**src/rtl/pwm_unit.sv**
```systemverilog
// Single-channel counter-based PWM generator with double-buffered period and duty.
// Range and value are latched into shadow registers only at a period boundary or while idle.
module pwm_unit #(
  parameter int WIDTH = 8
) (
  input  logic             pwm_clk,
  input  logic             pwm_reset,
  input  logic             pwm_en,
  input  logic [WIDTH-1:0] pwm_value,
  input  logic [WIDTH-1:0] pwm_range,
  output logic             pwm_out,
  output logic             pwm_period
);

  logic             run;
  logic [WIDTH-1:0] cnt;
  logic [WIDTH-1:0] val_sh;
  logic [WIDTH-1:0] rng_sh;
  logic             at_tc;
  logic             active;

  assign at_tc  = (cnt == rng_sh);
  assign active = run & pwm_en;

  // Shadows reload whenever idle or at terminal count, so a new period always
  // starts with the inputs sampled at the edge that begins it.
  always_ff @(posedge pwm_clk or negedge pwm_reset) begin
    if (!pwm_reset) begin
      run    <= 1'b0;
      cnt    <= '0;
      val_sh <= '0;
      rng_sh <= '0;
    end else begin
      run <= pwm_en;
      if (!active) begin
        cnt    <= '0;
        val_sh <= pwm_value;
        rng_sh <= pwm_range;
      end else if (at_tc) begin
        cnt    <= '0;
        val_sh <= pwm_value;
        rng_sh <= pwm_range;
      end else begin
        cnt <= cnt + WIDTH'(1);
      end
    end
  end

  // Register-only decode; val_sh > rng_sh naturally yields 100% duty.
  assign pwm_out    = run & (cnt < val_sh);
  assign pwm_period = run & at_tc;

endmodule

```
**config.mk**
```make
export PLATFORM = sky130hd
export DESIGN_NAME = pwm_unit
export DESIGN_NICKNAME = d
export VERILOG_FILES = /design/src/rtl/pwm_unit.sv
export SDC_FILE = /design/constraint.sdc
export NUM_CORES = 1
export LEC_CHECK = 0
export CORE_MARGIN = 1.5
export CORE_UTILIZATION = 45
export DETAILED_ROUTE_END_ITERATION = 8
export GPL_ROUTABILITY_DRIVEN = 0
export HOLD_SLACK_MARGIN = 0.15
export PLACE_DENSITY = 0.72
export SETUP_SLACK_MARGIN = 0.3
export SLEW_MARGIN = 25
export SYNTH_ARGS = -nofsm -noshare
export SYNTH_HDL_FRONTEND = slang
export SYNTH_SLANG_ARGS = --single-unit
```
**constraint.sdc**
```tcl
create_clock -name pwm_clk -period 1.7 [get_ports pwm_clk]
set_input_delay 0.34 -clock pwm_clk [delete_from_list [all_inputs] [get_ports pwm_clk]]
set_output_delay 0.34 -clock pwm_clk [all_outputs]
set_load 0.03 [all_outputs]
```
-- Word-level counts from Yosys, hierarchy flattened
Index checks and enable logic that the tools add are counted.
- memories: 0
- bits of input ports: 19
- bits in latches: 0
- register bits after elaboration: 25
- memory bits (writable): 0
- ROM bits: 0
- logic and storage cells: 17
- shift-type cells: 0
- mux-type cells: 6
- reductions and logical operators: 0
- bitwise logic cells: 3
- add/sub/neg operators: 1
- divide/modulo/power cells: 0
- equality and inequality tests: 2
- $mul: 0
- magnitude comparators: 1
- operators by type and width (cell ; count):
    $mux W8 ; 6
    $add A8 B1 Y8 const B ; 1
    $eq A8 B8 Y1 ; 1
    $lt A8 B8 Y1 ; 1
    $and A1 B1 Y1 ; 3
    $ne A2 B2 Y1 const B ; 1

-- Logic depth before layout (Yosys ltp)
Gate-level depths: netlist of the first run.
- depth in word-level cells: 3
- depth in mapped cells: 6
- depth with buffers taken out: 6

-- Worst setup path before layout of the first run
OpenSTA, ideal clock, no wires.
- path kind: register -> output
- start: register cnt[1]
- end: output pwm_out
- slack: -0.515 ns
- buffers on the path: 0
- arrival time: 1.875 ns
- data required time: 1.360 ns
- stages on the path, launching flop included: 6
- path through: dfrtp_1 -> ha_1 -> a21o_1 -> a211oi_1 -> nor3_1 -> a211oi_1
- word-level cells in the longest chain between the ends: 2
- RTL lines (what ; RTL line ; source):
    from (decl) ; 16 ; logic [WIDTH-1:0] cnt;
    from (signal assigned) ; 44 ; cnt <= cnt + WIDTH'(1);
    $lt A8 B8 Y1 ; 50 ; assign pwm_out = run & (cnt < val_sh);
    $and A1 B1 Y1 ; 50 ;
    to (decl) ; 11 ; output logic pwm_out,
No other way between the ends.

-- Worst setup path after layout of the first run
- start: register val_sh[1]
- end: output pwm_out
- word-level cells in the longest chain between the ends: 2
- RTL lines (what ; RTL line ; source):
    from (decl) ; 17 ; logic [WIDTH-1:0] val_sh;
    from (signal assigned) ; 37 ; val_sh <= pwm_value;
    from (signal assigned) ; 41 ; val_sh <= pwm_value;
    $lt A8 B8 Y1 ; 50 ;
    $and A1 B1 Y1 ; 50 ;
No other way between the ends.

==> results.ini, run 1 <==
[drt]
vias = 906
postRouteAntennaNets = 0
drt-pass1-iter-count = 4
drt_iter0_markers = 39
vias_per_cell = 5.119
wl_mm = 2.908
drc_errors = 0
drt-wirelength-per-cell_um = 16.43

[worst_setup_path]
startpoint_type = flop
critPathRequiredTime_ps = 1360
r2r_setup_slack_ps = -360
worst-endpoint-arrival_ps = 1820
crit_type = reg2out
r2r_end = val_sh[0]
critPathMaxFanout = 2
worstPathCellList = inv_1, ha_1, a21o_1, a211oi_2, nor3_2, a211oi_2, buf_4
cp-end-kind = output port
cp_slowest_cell = dfrtp_1
reg2reg_from = cnt[0]
rr_worst_depth = 9
path_common_cell = a211oi_2
max_stage_delay_ps = 370

[finish]
final_core_utilization = 0.6694
final_layout_size_suffix_gt1_frac = 0.4178
syn_to_final_growth_pct = 41.04
fin_nets = 174
antenna_cells = 0
finalNonFillerCells = 177

[clock_tree]
hold_buffers = 0
clock_sinks = 25
cts_tree = done
cts-buffers-inserted = 3
clk_pin_slew_ps = 140
root_buffer = clkbuf_4
clk_path_buf_depth = 2
ctsHtreeMaxLevel = 1
clkLatencyLatePin_ps = 320

[power_and_ir_drop]
powerDensity_nw_per_um2 = 632.6
ir_worst_vdd_mv = 0.5787
p_leak_nw = 0.9255

[synthesis]
ys_seq_area_frac = 0.4739
post_synth.cell_area_avg_sq_um = 12.94
ys_warn_count = 0
syn_inst = 102
synth-seq-cells = 25
ys_types = 24
syn_area_sq_um = 1320
syn_nets = 129

[place]
numPortBuffers = 20
dpl.hpwl_mm = 1.791
dp.cells = 164

[timing]
finalCriticalPeriod_ps = 2159
skew_ps = 5.104
rsz0062_at_grt = true
final.setup.worst_slack_ps = -458.6
finalCritPeriodShare = 1.270
fmax_mhz = 463.3
finalSetupTns_ps = -8562
setup_viol = 26
hold_viol_final = 0
max-slew-margin-rel = 0.7814
final_max_slew_viol_count = 0
timing.hold.ws_ps = 362.5
tightest_slew_ps = 327.9

[min_path]
hp-class = in2async

[die]
dieArea_sq_um = 3267
core_area_sq_um = 2781
dieWidth_um = 57.16
rows = 19
start_util = 0.4746
io_pins = 21
die_h_um = 57.16

[job]
drv_cap = 0

[global_route]
gr-usage-all-layers = 0.1807
grt_overflow = 0
grt_pass1_vias = 938
grt_pass1_wl_mm = 4.450
antenna_found_initial = 0
grt_start_max_net_pins = 26

[outcome]
violations = setup timing
status = finished with violations

[critical path, delay by kind of cell (launching register included)]
family                     cells  cell delay, ps
AOI/OAI and AO/OA              3             530
adders and majority gates      1             290
buffers and inverters          2             230
DFF                            1             370
and+or+nand+nor                1              70
[power breakdown]
group | internal (mW) | switching (mW) | leakage [nW]
sequential | 0.630 | 0.0272 | 0.307
clock | 0.0881 | 0.183 | 0.0177
combinational | 0.155 | 0.0940 | 0.600
[cell usage after synthesis]
cell / count / area, sq um
inv_1: 7 / 26.28
dfrtp_1: 25 / 625.6
nand2_1: 2 / 7.510
nor2b_1: 2 / 12.51
or2_2: 1 / 6.260
buf_6: 2 / 22.52
xnor2_1: 5 / 43.79
nand3_1: 3 / 15.01
ha_1: 8 / 100.1
xor2_1: 9 / 78.83
a21oi_2: 1 / 8.760
a211oi_1: 2 / 15.01
and3_2: 1 / 7.510
and2_1: 6 / 37.54
a21o_1: 2 / 15.01
mux2_4: 12 / 180.2
nand3b_1: 1 / 7.510
nand4_1: 2 / 12.51
nand2b_1: 1 / 6.260
and3_1: 2 / 12.51
nor3_1: 1 / 5.000
mux2_2: 4 / 45.04
nor4_2: 2 / 25.02
nor2_1: 1 / 3.750
[layer usage]
layer  global-route usage  wire (um)  vias up
li1                     -          -      434
met1               0.2299       1312      448
met2               0.3054       1436       20
met3              0.05442        126        4
met4              0.03987         33        0
met5                    0          0        -
[metrics by stage]
step	area [sq um]	worst slack (ps)	total power [mW]
after global routing	1862	-584.2	1.243
after global placement	1655	-119.4	0.8604
after CTS	1810	-508.8	1.171
final	1862	-458.6	1.178
after floorplan	1334	-212.2	0.7735
after detailed placement	1655	-152.7	0.8694
[cell type report]
cell class / count / area (sq um)
Fill cell: 205 / 919.6
Multi-Input combinational cell: 68 / 725.7
Sequential cell: 25 / 626.9
Timing Repair Buffer: 42 / 416.7
Tap cell: 31 / 38.79
Inverter: 7 / 26.28
Clock buffer: 3 / 22.52
Clock inverter: 1 / 5.005
[sequential cells by signal, indices dropped and copies added, names as in the netlist]
name / cells
cnt: 8
rng_sh: 8
run: 1
val_sh: 8
[logic make-up (layout without fill, tap and decap cells)]
| group | after synthesis | in the layout | share of synthesized area |
|---|---|---|---|
| buffers and inverters | 9 | 53 | 0.03697 |
| AND/OR/NAND/NOR | 25 | 25 | 0.1204 |
| multiplexers | 16 | 16 | 0.1706 |
| AO/OA/AOI/OAI | 5 | 5 | 0.02938 |
| XOR/XNOR | 14 | 14 | 0.09289 |
| flip-flops | 25 | 25 | 0.4739 |
| adder cells (fa/ha/maj) | 8 | 8 | 0.07583 |
[repair_timing]
item | CTS | global route
gates cloned | 1 | 0
setup endpoints to repair | 26 | 26
pin swaps | 4 | 5
setup buffers | 6 | 2
gates resized for setup | 15 | 11
[layout by cell type (no fill, tap or decap), drive strengths merged, types with 2 or more instances in the layout]
master	instances
inv	7
a21o	2
clkbuf	4
dfrtp	25
nor2b	2
xnor2	5
ha	8
nand2	2
nor4	2
and3	3
and2	6
nand3	3
buf	23
nand4	2
a211oi	2
mux2	16
xor2	9
clkdlybuf4s50	18
[worst max-delay path by stage]
| stage | cells after the start | from | endpoint |
|---|---|---|---|
| 2_1_floorplan | 5 | cnt[1] | pwm_out |
| 3_3_place_gp | 7 | val_sh[1] | pwm_out |
| 3_5_place_dp | 7 | val_sh[1] | pwm_out |
| 4_1_cts | 7 | val_sh[1] | pwm_out |
| 5_1_grt | 7 | val_sh[1] | pwm_out |
| 6_report | 7 | val_sh[1] | pwm_out |
(Power assumes the default switching activity.)
==> run 2, diff against run 1 <==
--- a/config.mk
+++ b/config.mk
@@ -10,7 +10,7 @@
 export DETAILED_ROUTE_END_ITERATION = 8
 export GPL_ROUTABILITY_DRIVEN = 0
 export HOLD_SLACK_MARGIN = 0.15
-export PLACE_DENSITY = 0.72
+export PLACE_DENSITY = 0.69
 export SETUP_SLACK_MARGIN = 0.3
 export SLEW_MARGIN = 25
 export SYNTH_ARGS = -nofsm -noshare
==> constraint.sdc (replaced) <==
create_clock -name pwm_clk -period 2 [get_ports pwm_clk]
set_input_delay 0.4 -clock pwm_clk [delete_from_list [all_inputs] [get_ports pwm_clk]]
set_output_delay 0.4 -clock pwm_clk [all_outputs]
set_load 0.03 [all_outputs]
==> run 2 against run 1 <==
Against the previous run:
- hold slack better by 51 ps
- combinational power down 15%
- the flow still finishes with violations (setup timing)
- critical endpoint unchanged
- clock power down 17%
- first-iteration DRC count down 74%
==> results.ini, run 2 (synthesis results as in run 1) <==
[timing]
fmax_mhz = 457.3
finalSetupTns_ps = -657.2  ; +7905 ps
max-slew-margin-rel = 0.7799  ; -0.001462
final.setup.worst_slack_ps = -186.9  ; +271.7 ps
finalCritPeriodShare = 1.093
final_max_slew_viol_count = 0  ; unchanged
hold_viol_final = 0  ; unchanged
finalCriticalPeriod_ps = 2187
timing.hold.ws_ps = 413.6  ; +51.15 ps
rsz0062_at_grt = true
skew_ps = 17.88  ; +12.78 ps
tightest_slew_ps = 330.1  ; +2.193 ps
setup_viol = 11  ; -58%

[global_route]
antenna_found_initial = 0  ; unchanged
grt_use_met1 = 0.2347  ; +0.004826
grt_most_used_layer = met2
grt_pass1_vias = 977  ; +4.2%
gr-usage-all-layers = 0.1871  ; +0.006408
grt_start_max_net_pins = 26  ; unchanged
grt_overflow = 0  ; unchanged
grt_use_met3 = 0.05669  ; +0.002268
use_met2 = 0.3103  ; +0.004926
grt_pass1_wl_mm = 4.588  ; +3.1%

[clock_tree]
ctsHtreeMaxLevel = 1  ; unchanged
root_buffer = clkbuf_4
clkLatencyLatePin_ps = 320  ; about the same
cts_tree = done
clk_pin_slew_ps = 140  ; about the same
clk_path_buf_depth = 2  ; unchanged
cts-buffers-inserted = 3  ; unchanged
hold_buffers = 0  ; unchanged
clock_sinks = 25  ; unchanged

[worst_setup_path]
critPathMaxFanout = 2  ; unchanged
critPathRequiredTime_ps = 1600  ; +240 ps
crit_type = reg2out
worst-endpoint-arrival_ps = 1790  ; -30 ps
startpoint_type = flop
cp-end-kind = output port

[die]
core_area_sq_um = 2781  ; unchanged
io_pins = 21  ; unchanged
start_util = 0.4746  ; unchanged
dieWidth_um = 57.16  ; unchanged
dieArea_sq_um = 3267  ; unchanged
rows = 19  ; unchanged
die_h_um = 57.16  ; unchanged

[place]
numPortBuffers = 20  ; unchanged
place_area_sq_um = 1592  ; -3.9%
dpl.hpwl_mm = 1.770  ; -1.2%

[drt]
drt_iter0_markers = 10  ; -74%
vias_per_cell = 5.203  ; +1.7%
drc_errors = 0  ; unchanged
wl_mm = 2.669  ; -8.2%
drt-pass1-iter-count = 4  ; unchanged
drt-wirelength-per-cell_um = 15.52  ; -5.6%
vias = 895  ; -1.2%
postRouteAntennaNets = 0  ; unchanged

[power_and_ir_drop]
p_switching_mw = 0.2448  ; -20%
p_seq_frac = 0.561  ; +0.003
total_power_mw = 0.9954  ; -15%
p_int_mw = 0.7506  ; -14%
p_leak_nw = 0.9016  ; -2.6%
swShare = 0.2459  ; -0.01236
ir_worst_vdd_mv = 0.5500  ; -4.9%
powerDensity_nw_per_um2 = 537.6  ; -15%
combinationalPowerShare = 0.212  ; about the same
pwr-share-clk = 0.227  ; -0.003

[finish]
antenna_cells = 0  ; unchanged
syn_to_final_growth_pct = 40.28
final_layout_size_suffix_gt1_frac = 0.3759  ; -0.04192
mostFrequentLayoutCell = dfrtp_1
fin_nets = 169  ; -2.9%
fin_area_sq_um = 1852  ; -0.54%
layout_common_cells = dfrtp_1 (23), clkdlybuf4s50_1 (18), mux2_4 (16), ha_1 (8), buf_4 (8)
reg_top3 = cnt (8), rng_sh (8), val_sh (8)

[outcome]
violations = setup timing
status = finished with violations

[min_path]
hp-class = in2async

[job]
drv_cap = 0  ; unchanged

## run 2: what timing repair did
item,CTS,global route
endpoints found under the hold margin,0,0
setup buffers,10,0
gates cloned,2,0
gates resized for setup,21,1
endpoints found under the setup margin,22,26
pin swaps,9,3
## run 2: final timing paths
| check | startpoint | to | slack, ps | cells after the start |
|---|---|---|---|---|
| setup / recovery | val_sh[1] | pwm_out | -190 | 7 |
| hold / removal | pwm_reset | val_sh[4] | 410 | 2 |
| setup reg to reg | cnt[6] | val_sh[3] | -80 | 9 |
| hold reg to reg | cnt[0] | cnt[0] | 510 | 1 |
| max in group asynchronous | pwm_reset | cnt[0] | 1300 | 2 |
| min in group pwm_clk | cnt[0] | cnt[0] | 510 | 1 |
## run 2: final cells by class
type                            count  area, sq um
Timing Repair Buffer               37        422.9
Tap cell                           31        38.79
Fill cell                         207        929.6
Inverter                            7        26.28
Clock buffer                        4        26.28
Multi-Input combinational cell     68        709.4
Sequential cell                    25        628.1
## run 2: metrics by stage
step / setup slack, ps / util / cells
after floorplan: 27.81 / - / 102
after global placement: 116.1 / 0.5722 / 156
after detailed placement: 84.79 / 0.5722 / 156
after CTS: -244.4 / 0.6653 / 172
after global routing: -304.5 / 0.6658 / 172
final: -186.9 / 0.6658 / 172
## run 2: layer usage
| layer | wire, um | vias to the layer above |
|---|---|---|
| met5 | 0 | - |
| met4 | 40 | 0 |
| met3 | 105 | 4 |
| met2 | 1376 | 17 |
| met1 | 1148 | 450 |
| li1 | - | 424 |
## run 2: worst max-delay path, cell delays in order, from the launching register on
cell and delay [ps]:
dfrtp_1 360, inv_1 40, ha_1 290, a21o_1 170, a211oi_2 210, nor3_2 70, a211oi_2 150, buf_4 190
## run 2: power by group through the flow
stage                     logic [mW]  registers [mW]  clock network [mW]
after floorplan               0.0962           0.561                   0
after global placement         0.158           0.565                   0
after detailed placement       0.163           0.566                   0
after CTS                      0.214           0.558               0.235
after global routing           0.228           0.562               0.260
final                          0.211           0.559               0.225
